## src/rtl/brightness_ctrl.sv

```systemverilog
// Frame controller for the brightness datapath: latches the adjustment config,
// loads a frame of pixels, then streams processed pixels out with backpressure.
module brightness_ctrl #(
  parameter int WIDTH  = 361,
  parameter int DEPTH  = 410,
  parameter int PIXELS = WIDTH * DEPTH
) (
  input  logic       clk,
  input  logic       rst,
  input  logic       start,
  input  logic       abort,
  input  logic       cfg_do_bright,
  input  logic [7:0] cfg_bright,
  input  logic       in_valid,
  output logic       in_ready,
  input  logic       out_ready,
  output logic       out_valid,
  output logic       dp_rst,
  output logic       enable,
  output logic       enable_process,
  output logic       do_bright,
  output logic [7:0] bright,
  output logic       busy,
  output logic       done
);

  localparam logic [31:0] PIXELS_W = 32'(PIXELS);
  localparam logic [31:0] LAST_PIX = 32'(PIXELS - 1);

  typedef enum logic [2:0] {
    IDLE,
    CLEAR,
    LOAD,
    PROC,
    DRAIN
  } state_t;

  state_t      state_q, state_d;
  logic [31:0] load_cnt_q, load_cnt_d;
  logic [31:0] proc_cnt_q, proc_cnt_d;
  logic        do_bright_q, do_bright_d;
  logic [7:0]  bright_q, bright_d;
  logic        out_valid_q, out_valid_d;
  logic        done_q, done_d;
  logic        dp_hold_q, dp_hold_d;

  always_comb begin
    state_d        = state_q;
    load_cnt_d     = load_cnt_q;
    proc_cnt_d     = proc_cnt_q;
    do_bright_d    = do_bright_q;
    bright_d       = bright_q;
    out_valid_d    = out_valid_q;
    done_d         = 1'b0;
    dp_hold_d      = 1'b0;
    in_ready       = 1'b0;
    enable         = 1'b0;
    enable_process = 1'b0;

    if (out_valid_q && out_ready) begin
      out_valid_d = 1'b0;
    end

    case (state_q)
      IDLE: begin
        if (start) begin
          do_bright_d = cfg_do_bright;
          bright_d    = cfg_bright;
          state_d     = CLEAR;
        end
      end
      CLEAR: begin
        load_cnt_d = '0;
        proc_cnt_d = '0;
        state_d    = LOAD;
      end
      LOAD: begin
        in_ready = !abort;
        enable   = in_valid && in_ready;
        if (enable) begin
          load_cnt_d = load_cnt_q + 32'd1;
          if (load_cnt_q == LAST_PIX) begin
            state_d = PROC;
          end
        end
      end
      PROC: begin
        // A new strobe is only allowed once the pending output slot is free.
        enable_process = !abort && (proc_cnt_q < PIXELS_W) && (!out_valid_q || out_ready);
        if (enable_process) begin
          proc_cnt_d  = proc_cnt_q + 32'd1;
          out_valid_d = 1'b1;
          if (proc_cnt_q == LAST_PIX) begin
            state_d = DRAIN;
          end
        end
      end
      DRAIN: begin
        if (out_valid_q && out_ready) begin
          state_d = IDLE;
          done_d  = 1'b1;
        end
      end
      default: state_d = IDLE;
    endcase

    // Abort wins over everything else; the datapath reset follows in the next cycle.
    if (abort && (state_q != IDLE)) begin
      state_d     = IDLE;
      out_valid_d = 1'b0;
      done_d      = 1'b0;
      dp_hold_d   = 1'b1;
      load_cnt_d  = '0;
      proc_cnt_d  = '0;
    end
  end

  always_ff @(posedge clk) begin
    if (rst) begin
      state_q     <= IDLE;
      load_cnt_q  <= '0;
      proc_cnt_q  <= '0;
      do_bright_q <= 1'b0;
      bright_q    <= '0;
      out_valid_q <= 1'b0;
      done_q      <= 1'b0;
      dp_hold_q   <= 1'b1;
    end else begin
      state_q     <= state_d;
      load_cnt_q  <= load_cnt_d;
      proc_cnt_q  <= proc_cnt_d;
      do_bright_q <= do_bright_d;
      bright_q    <= bright_d;
      out_valid_q <= out_valid_d;
      done_q      <= done_d;
      dp_hold_q   <= dp_hold_d;
    end
  end

  assign dp_rst    = rst || dp_hold_q || (state_q == CLEAR);
  assign out_valid = out_valid_q;
  assign do_bright = do_bright_q;
  assign bright    = bright_q;
  assign busy      = (state_q != IDLE);
  assign done      = done_q;

endmodule
```

## config.mk

```make
export PLATFORM = sky130hd
export DESIGN_NAME = brightness_ctrl
export DESIGN_NICKNAME = d
export VERILOG_FILES = /design/src/rtl/brightness_ctrl.sv
export SDC_FILE = /design/constraint.sdc
export NUM_CORES = 1
export LEC_CHECK = 0
export CAP_MARGIN = 30
export CORE_ASPECT_RATIO = 1.1
export CORE_UTILIZATION = 52
export CTS_CLUSTER_DIAMETER = 120
export DETAILED_ROUTE_END_ITERATION = 12
export PLACE_DENSITY = 0.73
export SYNTH_ARGS = -nofsm -noshare
export SYNTH_HDL_FRONTEND = slang
export SYNTH_SLANG_ARGS = --single-unit
```

## constraint.sdc

```tcl
create_clock -name clk -period 2.38 [get_ports clk]
set_input_delay 0.238 -clock clk [delete_from_list [all_inputs] [get_ports clk]]
set_output_delay 0.238 -clock clk [all_outputs]
set_load 0.05 [all_outputs]
```

Word-level counts from Yosys, hierarchy flattened

Cells that the tools add are included.

Add/subtract/negate cells: 2
$lt $le $gt $ge: 1
Equal/unequal tests: 12
Mux-type cells: 19
Bitwise gates (word level): 1
Reduce and logical (&&, ||, !) cells: 20

Operators by type and width:

| kind                    | number |
|---|---|
| $pmux W32 S2            | 2 |
| $add A32 B1 Y32 const B | 2 |
| $eq A32 B18 Y1 const B  | 2 |
| $mux W32                | 2 |
| $lt A32 B18 Y1 const B  | 1 |
| $mux W3                 | 6 |
| $pmux W3 S5             | 1 |
| $ne A2 B2 Y1 const B    | 6 |
| $mux W1                 | 8 |
| $eq A3 B2 Y1 const B    | 2 |
| $reduce_and A2 Y1       | 3 |
| $reduce_and A6 Y1       | 1 |
| $logic_and A1 B1 Y1     | 5 |
| $reduce_bool A2 Y1      | 2 |
| $eq A3 B1 Y1 const B    | 1 |
| $eq A3 B3 Y1 const B    | 1 |
| $logic_not A3 Y1        | 1 |
| $logic_or A1 B1 Y1      | 3 |
| $reduce_bool A3 Y1      | 1 |
| $reduce_or A3 Y1        | 1 |
| $logic_not A1 Y1        | 2 |
| $reduce_or A2 Y1        | 1 |
| $not A1 Y1              | 1 |

Register bits after elaboration: 79
Bits of input ports: 15
Output and inout port bits: 16
Logic and storage cells: 63

Logic depth before layout (Yosys ltp)

Gate-level depths: netlist of the first run.

Depth in word-level cells: 5
Depth in mapped cells: 9
Mapped depth without buffers: 7

Least setup slack after synthesis of the first run

Ideal clock, no wire load.

Kind: reg2reg
Start: reg state_q[2]
End: reg state_q[1]
Library setup time: 0.074 ns
Arrival: 1.869 ns
Data required time: 2.306 ns
Slack: 0.437 ns
Stages on the path, launching flop included: 9
Path buffers: 2
Clock period less this slack: 1.943 ns
Path through: dfxtp_1 > buf_4 > or2_1 > nor2_1 > inv_1 > a21o_1 > clkbuf_1 > or3_1 > a31oi_1

Word-level cells in the longest chain between the ends: 3
Elaborated cells on any way between the ends: 16
Classes of those cells: eq/ne (10); mux (1); reduce/logical (5)

Ends and longest elaborated chain:

| what                       | line | text |
|---|---|---|
| start, declared            | 38   | `state_t state_q, state_d;` |
| start signal, assigned     | 129  | `state_q <= state_d;` |
| $reduce_bool A3 Y1         | -    |  |
| via busy                   | 23   | `output logic busy,` |
| $logic_and A1 B1 Y1        | 108  | `if (abort && (state_q != IDLE)) begin` |
| $reduce_or A2 Y1 (no line) | -    |  |

The timed path passes the listed nets, and every way through them passes these cells.
A chain may end at the register's enable or synchronous reset.

Final worst setup path of the first run

Start: reg state_q[1]
End: out busy

Word-level cells in the longest chain between the ends: 1

Ends and longest elaborated chain:

| what               | line | text |
|---|---|---|
| $reduce_bool A3 Y1 | 144  | `assign busy = (state_q != IDLE);` |
| end, declared      | 23   |  |

Every way passes these cells.

==> run_results.csv, run 1 <==
group,metric,value,unit
clocking,tritoncts,"built",
final_layout,post_route_cells_drive_above_1_share,10.6,%
power,pwr-share-seq,48.0,%
synth,synthesis.instances,413,
sta,finalHoldViolations,0,
die,die_h,89.6,um
power,switching_power,811,uW
setup_path,critical_path.startpoint_type,"flip-flop",
power,switching_share,28.4,%
power,ir_worst_vdd,0.450,mV
power,p_leak,1.51,nW
die,io-pin-count,31,
grt,first_global_vias,2749,
clocking,tritoncts.num_buffers,9,
synth,ys_seq_elements,79,
clocking,post_cts_buffers,0,
die,cell_rows,31,
power,cellPowerDensity,677,nW/um^2
worst_hold_path,worstHoldPathType,"in2reg",
setup_path,rr_startpoint,"proc_cnt_q[4]$_SDFFE_PP0P_",
die,die_w,81.6,um
power,post-layout-total-power,2.86,mW
worst_hold_path,hold_path_end,"bright[4]$_SDFFE_PP0P_",
synth,synth_nets,432,
setup_path,timing.critical_path.from,"state_q[1]$_SDFFE_PP0P_",
sta,grt_setup_unrepaired,"no",
clocking,h_tree_level_count,3,
sta,min_period_over_period,95.6,%
clocking,insertion_delay,0.35,ns
route,routed_vias,3015,
final_layout,finalCoreUtilization,63.4,%
setup_path,crit_path_max_fanout,10,
sta,fmaxAchievable,440,MHz
setup_path,r2r_cells,7,
sta,worst-slew-pin-transition,0.511,ns
grt,sum_of_overflow_across_all_layers_after_global_routing,0,
setup_path,r2r_end,"proc_cnt_q[8]$_SDFFE_PP0P_",
final_layout,ant_cells,0,
final_layout,final_net_count,466,
route,antenna_left,0,
sta,skew,0.00481,ns
setup_path,crit_arrival,2.04,ns
synth,syn_area_per_cell,8.78,um^2
clocking,ctsResizeCount,0,
setup_path,required,2.14,ns
power,power_frac_clock,35.2,%
power,intPower,2.05,mW
route,wl,7760,um
synth,post_synth_num_cell_types,59,
setup_path,rrSetupSlack,0.31,ns
route,detail_route.vias_per_cell,5.66,
worst_hold_path,min_from,"cfg_bright[4]",
sta,setup_total_negative_slack,0,ns
sta,finalSetupViolCount,0,
grt,grt_usage,22.2,%
synth,yosys_warnings,0,
route,routedWlPerCell,14.6,um
synth,primary_ff_master_synth,"sky130_fd_sc_hd__dfxtp_1",
grt,grt_max_degree,38,
placed_design,port_buffers,30,
clocking,max-clock-path-buffers,2,
synth,synth_area,3630,um^2
clocking,cts.sink_count,79,
setup_path,endpoint_kind,"output port",
grt,grt_pass1_wl,12300,um
route,detailedRoute.firstIterationViolations,147,
sta,slew_viol_final,0,
clocking,clk_root_buffer_cell,"sky130_fd_sc_hd__clkbuf_8",
final_layout,area_delta_synth_final,16.5,%
die,die_area,7310,um^2
grt,initial_antenna_violation_count,0,
route,drc,0,
placed_design,gp_congestion,0.832,
synth,ys_seq_area_share,43.6,%
synth,synthArstFlopShare,0,%
die,placeableCoreArea,6670,um^2
outcome,status,"finished, final reports clean",
flow_run,max_cap_violations,0,
power,comb_power_share,16.7,%
sta,finalCriticalPeriod,2.27,ns
worst_hold_path,worstHoldPathCells,3,
clocking,cts.reportedPaths.clkPinSlew,0.08,ns
die,initial_core_util,54.4,%
placed_design,detailed_place_hpwl,5350,um
setup_path,critical_path_class,"reg2out",
route,drt_pre_antenna_iters,4,
sta,slew-limit-headroom,65.8,%
synth,synth_enable_flop_cells,0,
clocking,hold_buffers,0,
## per-layer routing
layer	GRT usage [%]	part of all wire, %	wire (um)	up-vias
met5	0	0	0	-
met1	25.9	44	3410	1426
met4	11.2	2.1	166	0
met2	39.6	51	3960	47
li1	-	-	-	1526
met3	3.33	2.8	219	16
## flip-flops by register name (all words and copies together), names as in the netlist
signal      cells
bright          8
do_bright       1
done            1
dp_hold_q       1
load_cnt_q     32
out_valid       1
proc_cnt_q     32
state_q         3
## synthesized netlist by cell type, drive strengths merged (10+ instances only)
cell,count,area share (%)
a21oi,23,3.2
dfxtp,79,44
nand4,13,2.4
xor2,24,5.8
nor3,14,2.4
and2,17,3.0
nor2,48,5.0
or3,10,1.7
nand3,30,4.3
nand2,44,4.8
nor4,10,2.7
## how the worst max path moves through the flow
stage | endpoint | slack, ns | depth (start not counted)
2_1_floorplan | state_q[1]$_SDFFE_PP0P_ | 0.44 | 8
3_3_place_gp | proc_cnt_q[10]$_SDFFE_PP0P_ | 0.16 | 8
3_5_place_dp | proc_cnt_q[7]$_SDFFE_PP0P_ | 0.09 | 8
4_1_cts | busy | 0.11 | 4
5_1_grt | enable_process | 0.04 | 6
6_report | busy | 0.11 | 4
## final cells by class
type,count,area [um^2]
well taps,82,103
repair buffers,39,383
flip-flops and latches,79,1580
clock inverters,3,42.5
fillers,596,2440
multi-input cells,311,1940
inverters,7,26.3
clock buffers,12,155
## cell families (layout without fill, tap and decap cells)
group	count (synthesis)	after routing	share of synthesized area (%)
AOI/OAI and AO/OA	51	51	9.35
muxes	3	3	0.862
and+or+nand+nor	223	223	34.4
DFF	79	79	43.6
buffers and inverters	23	61	3.17
adders and majority gates	4	4	1.38
xor gates and xnor gates	30	30	7.24
## placed cells by master (no fill, tap or decap), types with 10 or more instances in the layout
master and count:
sky130_fd_sc_hd__dfxtp_1 79, sky130_fd_sc_hd__nor2_1 47, sky130_fd_sc_hd__nand2_1 43, sky130_fd_sc_hd__nand3_1 29, sky130_fd_sc_hd__clkdlybuf4s50_1 26, sky130_fd_sc_hd__xor2_1 24
sky130_fd_sc_hd__a21oi_1 23, sky130_fd_sc_hd__and2_1 15, sky130_fd_sc_hd__nand4_1 12, sky130_fd_sc_hd__nor3_1 12, sky130_fd_sc_hd__clkbuf_8 11, sky130_fd_sc_hd__buf_4 11
sky130_fd_sc_hd__or3_1 10
## critical path: stages, from the launching register on
cell,delay (ns)
sky130_fd_sc_hd__dfxtp_1,0.50
sky130_fd_sc_hd__or2_1,0.21
sky130_fd_sc_hd__nor2_1,0.08
sky130_fd_sc_hd__inv_1,0.08
sky130_fd_sc_hd__clkdlybuf4s50_1,0.81
## through the flow
stage               cells  area, um^2  hold slack (ns)  setup WS, ns
finish                533        4230            0.426         0.106
global placement      518        4030            0.442         0.158
floorplan             413        3630            0.374         0.437
global route          533        4230            0.434        0.0385
detailed placement    518        4030            0.444        0.0912
CTS                   533        4230            0.419         0.107
## power by group through the flow
stage / Clock [mW] / Combinational (mW) / Sequential, mW
2_1_floorplan: 0 / 0.276 / 1.45
3_3_place_gp: 0 / 0.474 / 1.40
3_5_place_dp: 0 / 0.479 / 1.40
4_1_cts: 1.02 / 0.481 / 1.37
5_1_grt: 1.08 / 0.514 / 1.38
6_report: 1.01 / 0.479 / 1.37
Power figures use the tool's default switching activity.
==> inputs of run 2 (changes only) <==
--- a/config.mk
+++ b/config.mk
@@ -6,11 +6,14 @@
 export NUM_CORES = 1
 export LEC_CHECK = 0
 export CAP_MARGIN = 30
+export CELL_PAD_IN_SITES_DETAIL_PLACEMENT = 0
+export CELL_PAD_IN_SITES_GLOBAL_PLACEMENT = 1
 export CORE_ASPECT_RATIO = 1.1
-export CORE_UTILIZATION = 52
+export CORE_UTILIZATION = 44
 export CTS_CLUSTER_DIAMETER = 120
 export DETAILED_ROUTE_END_ITERATION = 12
-export PLACE_DENSITY = 0.73
+export MAX_ROUTING_LAYER = met4
+export PLACE_DENSITY_LB_ADDON = 0.1
 export SYNTH_ARGS = -nofsm -noshare
 export SYNTH_HDL_FRONTEND = slang
 export SYNTH_SLANG_ARGS = --single-unit
==> run_results.csv, run 2 (same netlist as run 1, synthesis figures left out) <==
group,metric,value,unit
sta,worst-slew-pin-transition,0.511,ns
outcome,status,"finished, final reports clean",
placed_design,detailed_place_hpwl,5580,um
die,initial_core_util,45.6,%
setup_path,worst_path_largest_cell_delay,0.38,ns
setup_path,critical_path.cell_chain,"o41ai_2 -> a21oi_1 -> o21ai_0 -> nand4_1 -> inv_1 -> buf_12",
grt,grt_usage,20.9,%
sta,slew_viol_final,0,
setup_path,crit_path_max_fanout,7,
clocking,hold_buffers,0,
final_layout,ant_cells,0,
power,p_leak,1.53,nW
final_layout,most-common-layout-cells,"79 x sky130_fd_sc_hd__dfxtp_1, 47 x sky130_fd_sc_hd__nor2_1, 43 x sky130_fd_sc_hd__nand2_1, 29 x sky130_fd_sc_hd__nand3_1, 25 x sky130_fd_sc_hd__clkdlybuf4s50_1",
grt,first_global_vias,2934,
final_layout,post_route_cells_drive_above_1_share,11.4,%
final_layout,finalCoreUtilization,54.0,%
setup_path,rr_startpoint,"proc_cnt_q[27]$_SDFFE_PP0P_",
placed_design,place_inst,547,
grt,initial_antenna_violation_count,0,
clocking,cts.sink_count,79,
placed_design,port_buffers,30,
die,placeableCoreArea,7960,um^2
clocking,insertion_delay,0.35,ns
route,drt_pre_antenna_iters,4,
sta,min_period_over_period,92.9,%
final_layout,final_net_count,469,
setup_path,rrSetupSlack,0.33,ns
setup_path,r2r_end,"proc_cnt_q[10]$_SDFFE_PP0P_",
route,detailedRoute.firstIterationViolations,151,
setup_path,r2r_cells,7,
route,routedWlPerCell,14.0,um
sta,setup_total_negative_slack,0,ns
setup_path,critical_path_class,"reg2out",
sta,finalSetupViolCount,0,
die,cell_rows,34,
sta,fmaxAchievable,452,MHz
die,die_w,88.6,um
route,antenna_left,0,
final_layout,layout.cells.non_filler,563,
grt,sum_of_overflow_across_all_layers_after_global_routing,0,
route,wl,7890,um
die,die_area,8610,um^2
route,routed_vias,2978,
worst_hold_path,worstHoldPathType,"in2reg",
clocking,tritoncts.num_buffers,9,
setup_path,worstSetupPathDepth,6,
sta,skew,0.00970,ns
die,die_h,97.2,um
power,ir_worst_vdd,0.301,mV
route,drc,0,
clocking,cts.reportedPaths.clkPinSlew,0.09,ns
setup_path,cp_top_family,"compound AO/OA/AOI/OAI gates",
setup_path,critical_path.startpoint_type,"flip-flop",
worst_hold_path,worstHoldPathCells,3,
sta,slew-limit-headroom,65.5,%
clocking,h_tree_level_count,3,
worst_hold_path,min_from,"cfg_bright[7]",
sta,finalHoldViolations,0,
grt,grt_pass1_wl,13600,um
sta,hold_slack,0.429,ns
worst_hold_path,hold_path_end,"bright[7]$_SDFFE_PP0P_",
grt,grt_max_degree,32,
final_layout,final_common_cell,"sky130_fd_sc_hd__dfxtp_1",
clocking,tritoncts,"built",
setup_path,worst_path_max_delay_cell,"sky130_fd_sc_hd__dfxtp_1",
clocking,max-clock-path-buffers,2,
setup_path,endpoint_kind,"output port",
setup_path,crit_buf_inv,2,
sta,finalCriticalPeriod,2.21,ns
final_layout,area_delta_synth_final,18.4,%
sta,grt_setup_unrepaired,"no",
power,post-layout-total-power,2.90,mW
setup_path,required,2.14,ns
placed_design,gp_congestion,0.781,
power,cellPowerDensity,675,nW/um^2
clocking,clk_root_buffer_cell,"sky130_fd_sc_hd__clkbuf_8",
die,io-pin-count,31,
flow_run,max_cap_violations,0,
route,detail_route.vias_per_cell,5.29,
setup_path,crit_arrival,1.97,ns
==> run 2: where the power goes <==
| group | internal (mW) | switching [mW] |
|---|---|---|
| clock | 0.544 | 0.501 |
| sequential | 1.35 | 0.0265 |
| combinational | 0.172 | 0.311 |
| total | 2.06 | 0.838 |
==> run 2: layer usage <==
| layer | GRT usage, % | routed length [um] | vias up |
|---|---|---|---|
| li1 | - | - | 1530 |
| met2 | 33.5 | 3820 | 43 |
| met4 | 8.19 | 143 | 0 |
| met1 | 26.0 | 3730 | 1390 |
| met3 | 3.57 | 190 | 15 |
| met5 | - | 0 | - |
==> run 2: how the worst max path moves through the flow <==
| stage | start | endpoint | slack (ns) |
|---|---|---|---|
| finish | proc_cnt_q[5]$_SDFFE_PP0P_ | enable_process | 0.17 |
| global route | proc_cnt_q[6]$_SDFFE_PP0P_ | enable_process | 0.04 |
| CTS | state_q[2]$_SDFFE_PP0P_ | busy | 0.1 |
| detailed placement | abort | load_cnt_q[24]$_SDFFE_PP0P_ | 0.11 |
| global placement | abort | load_cnt_q[31]$_SDFFE_PP0P_ | 0.12 |
| floorplan | state_q[2]$_SDFFE_PP0P_ | state_q[1]$_SDFFE_PP0P_ | 0.44 |
==> run 2: stage by stage <==
stage | setup WS [ns] | cell area, um^2
global route | 0.0365 | 4300
finish | 0.168 | 4300
global placement | 0.122 | 4080
floorplan | 0.437 | 3630
CTS | 0.0953 | 4290
detailed placement | 0.107 | 4080
==> run 2: tightest hold or removal path, stage by stage <==
cell	delay [ns]
sky130_fd_sc_hd__clkdlybuf4s50_1	0.40
sky130_fd_sc_hd__nand2_1	0.05
sky130_fd_sc_hd__a21oi_1	0.05
==> run 2: what timing repair did <==
action / CTS / global route
setup endpoints to repair: 0 / 1
resized for setup: 0 / 1
buffers inserted: 0 / 0
==> run 2: layout make-up <==
class                      count  area, um^2
timing repair buffer          42         408
clock buffer                  12         155
multi-input combinational    311        1940
fill                         769        3660
sequential                    79        1580
clock inverter                 4        53.8
tap                          108         135
inverter                       7        26.3
==> inputs of run 3 (changes only) <==
--- a/config.mk
+++ b/config.mk
@@ -9,9 +9,12 @@
 export CELL_PAD_IN_SITES_DETAIL_PLACEMENT = 0
 export CELL_PAD_IN_SITES_GLOBAL_PLACEMENT = 1
 export CORE_ASPECT_RATIO = 1.1
+export CORE_MARGIN = 2
 export CORE_UTILIZATION = 44
 export CTS_CLUSTER_DIAMETER = 120
+export CTS_CLUSTER_SIZE = 25
 export DETAILED_ROUTE_END_ITERATION = 12
+export GPL_TIMING_DRIVEN = 0
 export MAX_ROUTING_LAYER = met4
 export PLACE_DENSITY_LB_ADDON = 0.1
 export SYNTH_ARGS = -nofsm -noshare
==> run_results.csv, run 3 (same netlist as run 1, synthesis figures left out) <==
group,metric,value,unit
outcome,status,"finished, final reports clean",
route,routed_vias,2998,
setup_path,critical_path.startpoint_type,"flip-flop",
setup_path,endpoint_kind,"output port",
grt,grt_usage,20.1,%
setup_path,worstSetupPathDepth,6,
grt,grt_max_degree,13,
clocking,clk_root_buffer_cell,"sky130_fd_sc_hd__clkbuf_8",
sta,finalHoldViolations,0,
setup_path,crit_path_max_fanout,4,
final_layout,finalCoreUtilization,53.8,%
setup_path,crit_buf_inv,2,
worst_hold_path,worstHoldPathType,"in2reg",
final_layout,most-common-layout-cells,"79 x sky130_fd_sc_hd__dfxtp_1, 47 x sky130_fd_sc_hd__nor2_1, 43 x sky130_fd_sc_hd__nand2_1, 29 x sky130_fd_sc_hd__nand3_1",
clocking,tritoncts.num_buffers,9,
setup_path,timing.critical_path.from,"proc_cnt_q[4]$_SDFFE_PP0P_",
setup_path,rrSetupSlack,0.27,ns
route,routedWlPerCell,14.6,um
clocking,insertion_delay,0.36,ns
final_layout,fillerInstances,783,
sta,finalSetupViolCount,0,
clocking,hold_buffers,0,
final_layout,area_delta_synth_final,18.0,%
flow_run,max_cap_violations,0,
setup_path,worst_path_max_delay_cell,"sky130_fd_sc_hd__dfxtp_1",
sta,slew-limit-headroom,54.3,%
placed_design,detailed_place_hpwl,5860,um
route,drc,0,
grt,initial_antenna_violation_count,0,
die,placeableCoreArea,7960,um^2
grt,met2_usage,34.4,%
sta,setup_slack,0.140,ns
route,antenna_left,0,
placed_design,place_ws,-0.437,ns
die,initial_core_util,45.6,%
worst_hold_path,worstHoldPathCells,3,
die,cell_rows,34,
die,die_h,99.2,um
sta,min_period_over_period,94.1,%
power,p_leak,1.53,nW
sta,grt_setup_unrepaired,"no",
sta,worst-slew-pin-transition,0.676,ns
sta,skew,0.00916,ns
final_layout,final_net_count,473,
setup_path,crit_end,"enable_process",
placed_design,port_buffers,30,
route,detail_route.vias_per_cell,5.29,
route,wl,8280,um
clocking,cts.sink_count,79,
power,ir_worst_vdd,0.412,mV
setup_path,critical_path_class,"reg2out",
placed_design,gp_congestion,0.820,
setup_path,r2r_cells,7,
route,drt_pre_antenna_iters,4,
die,io-pin-count,31,
die,die_w,90.6,um
route,detailedRoute.firstIterationViolations,148,
grt,sum_of_overflow_across_all_layers_after_global_routing,0,
setup_path,crit_arrival,2.00,ns
clocking,tritoncts,"built",
setup_path,cp_top_family,"simple AND/OR/NAND/NOR gates",
sta,setup_total_negative_slack,0,ns
sta,hold_slack,0.418,ns
sta,finalCriticalPeriod,2.24,ns
power,post-layout-total-power,3.00,mW
grt,grt_busiest_layer,"met2",
clocking,post_cts_buffers,0,
setup_path,rr_startpoint,"proc_cnt_q[27]$_SDFFE_PP0P_",
grt,grt_pass1_wl,14100,um
setup_path,worst_path_largest_cell_delay,0.36,ns
grt,first_global_vias,2912,
die,die_area,8990,um^2
grt,grtUsageMet1,23.7,%
power,cellPowerDensity,700,nW/um^2
clocking,h_tree_level_count,3,
clocking,max-clock-path-buffers,2,
final_layout,final_common_cell,"sky130_fd_sc_hd__dfxtp_1",
clocking,cts.reportedPaths.clkPinSlew,0.08,ns
final_layout,post_route_cells_drive_above_1_share,9.80,%
grt,grt.met3_usage,4.55,%
setup_path,critical_path.cell_chain,"nor4_2 -> a21oi_1 -> o21ai_0 -> nand4_1 -> inv_1 -> buf_2",
sta,slew_viol_final,0,
sta,fmaxAchievable,446,MHz
setup_path,required,2.14,ns
final_layout,ant_cells,0,
setup_path,r2r_end,"proc_cnt_q[7]$_SDFFE_PP0P_",
-- run 3: how the worst min path moves through the flow --
stage / start / end / slack [ns]
after global routing: cfg_do_bright / do_bright$_SDFFE_PP0P_ / 0.43
after global placement: bright[2]$_SDFFE_PP0P_ / bright[2]$_SDFFE_PP0P_ / 0.44
final: cfg_do_bright / do_bright$_SDFFE_PP0P_ / 0.42
after CTS: cfg_do_bright / do_bright$_SDFFE_PP0P_ / 0.41
after floorplan: cfg_bright[0] / bright[0]$_SDFFE_PP0P_ / 0.37
after detailed placement: proc_cnt_q[22]$_SDFFE_PP0P_ / proc_cnt_q[22]$_SDFFE_PP0P_ / 0.45
-- run 3: worst reg2reg max path, cell delays in order, from the launching register on --
cell and delay (ns):
sky130_fd_sc_hd__dfxtp_1 0.32, sky130_fd_sc_hd__nor4_2 0.33, sky130_fd_sc_hd__nand4_2 0.19, sky130_fd_sc_hd__o31ai_4 0.34, sky130_fd_sc_hd__nand2_4 0.14, sky130_fd_sc_hd__buf_6 0.18
sky130_fd_sc_hd__nor4_2 0.32, sky130_fd_sc_hd__mux2i_1 0.21
-- run 3: power breakdown --
part	leakage, nW	total [mW]	switching (mW)	internal [mW]
clock	0.114	1.14	0.491	0.648
combinational	0.781	0.490	0.335	0.156
sequential	0.638	1.37	0.0196	1.35
-- run 3: per-stage QoR --
step / instances / cell area, um^2
CTS: 567 / 4280
detailed placement: 551 / 4060
floorplan: 413 / 3630
global route: 567 / 4280
global placement: 551 / 4060
finish: 567 / 4280
-- run 3: cell type report --
| cell class | instances | area (um^2) | area share [%] |
|---|---|---|---|
| Buffer | 16 | 88.8 | 2.08 |
| Sequential cell | 79 | 1580 | 36.9 |
| Multi-Input combinational cell | 311 | 1940 | 45.2 |
| Inverter | 7 | 26.3 | 0.614 |
| Clock inverter | 3 | 65.1 | 1.52 |
| Clock buffer | 13 | 159 | 3.71 |
| Timing Repair Buffer | 30 | 289 | 6.75 |
| Tap cell | 108 | 135 | 3.16 |
-- run 3: repair_timing --
item / in CTS / in global routing
gates resized for setup: 8 / 7
setup endpoints to repair: 4 / 7
hold endpoints to repair: 0 / 0
pin swaps: 0 / 0
-- run 3: per-layer routing --
layer / wire length, um / up-vias
li1: - / 1542
met1: 3800 / 1424
met2: 4200 / 27
met3: 188 / 5
met4: 87 / 0
met5: 0 / -
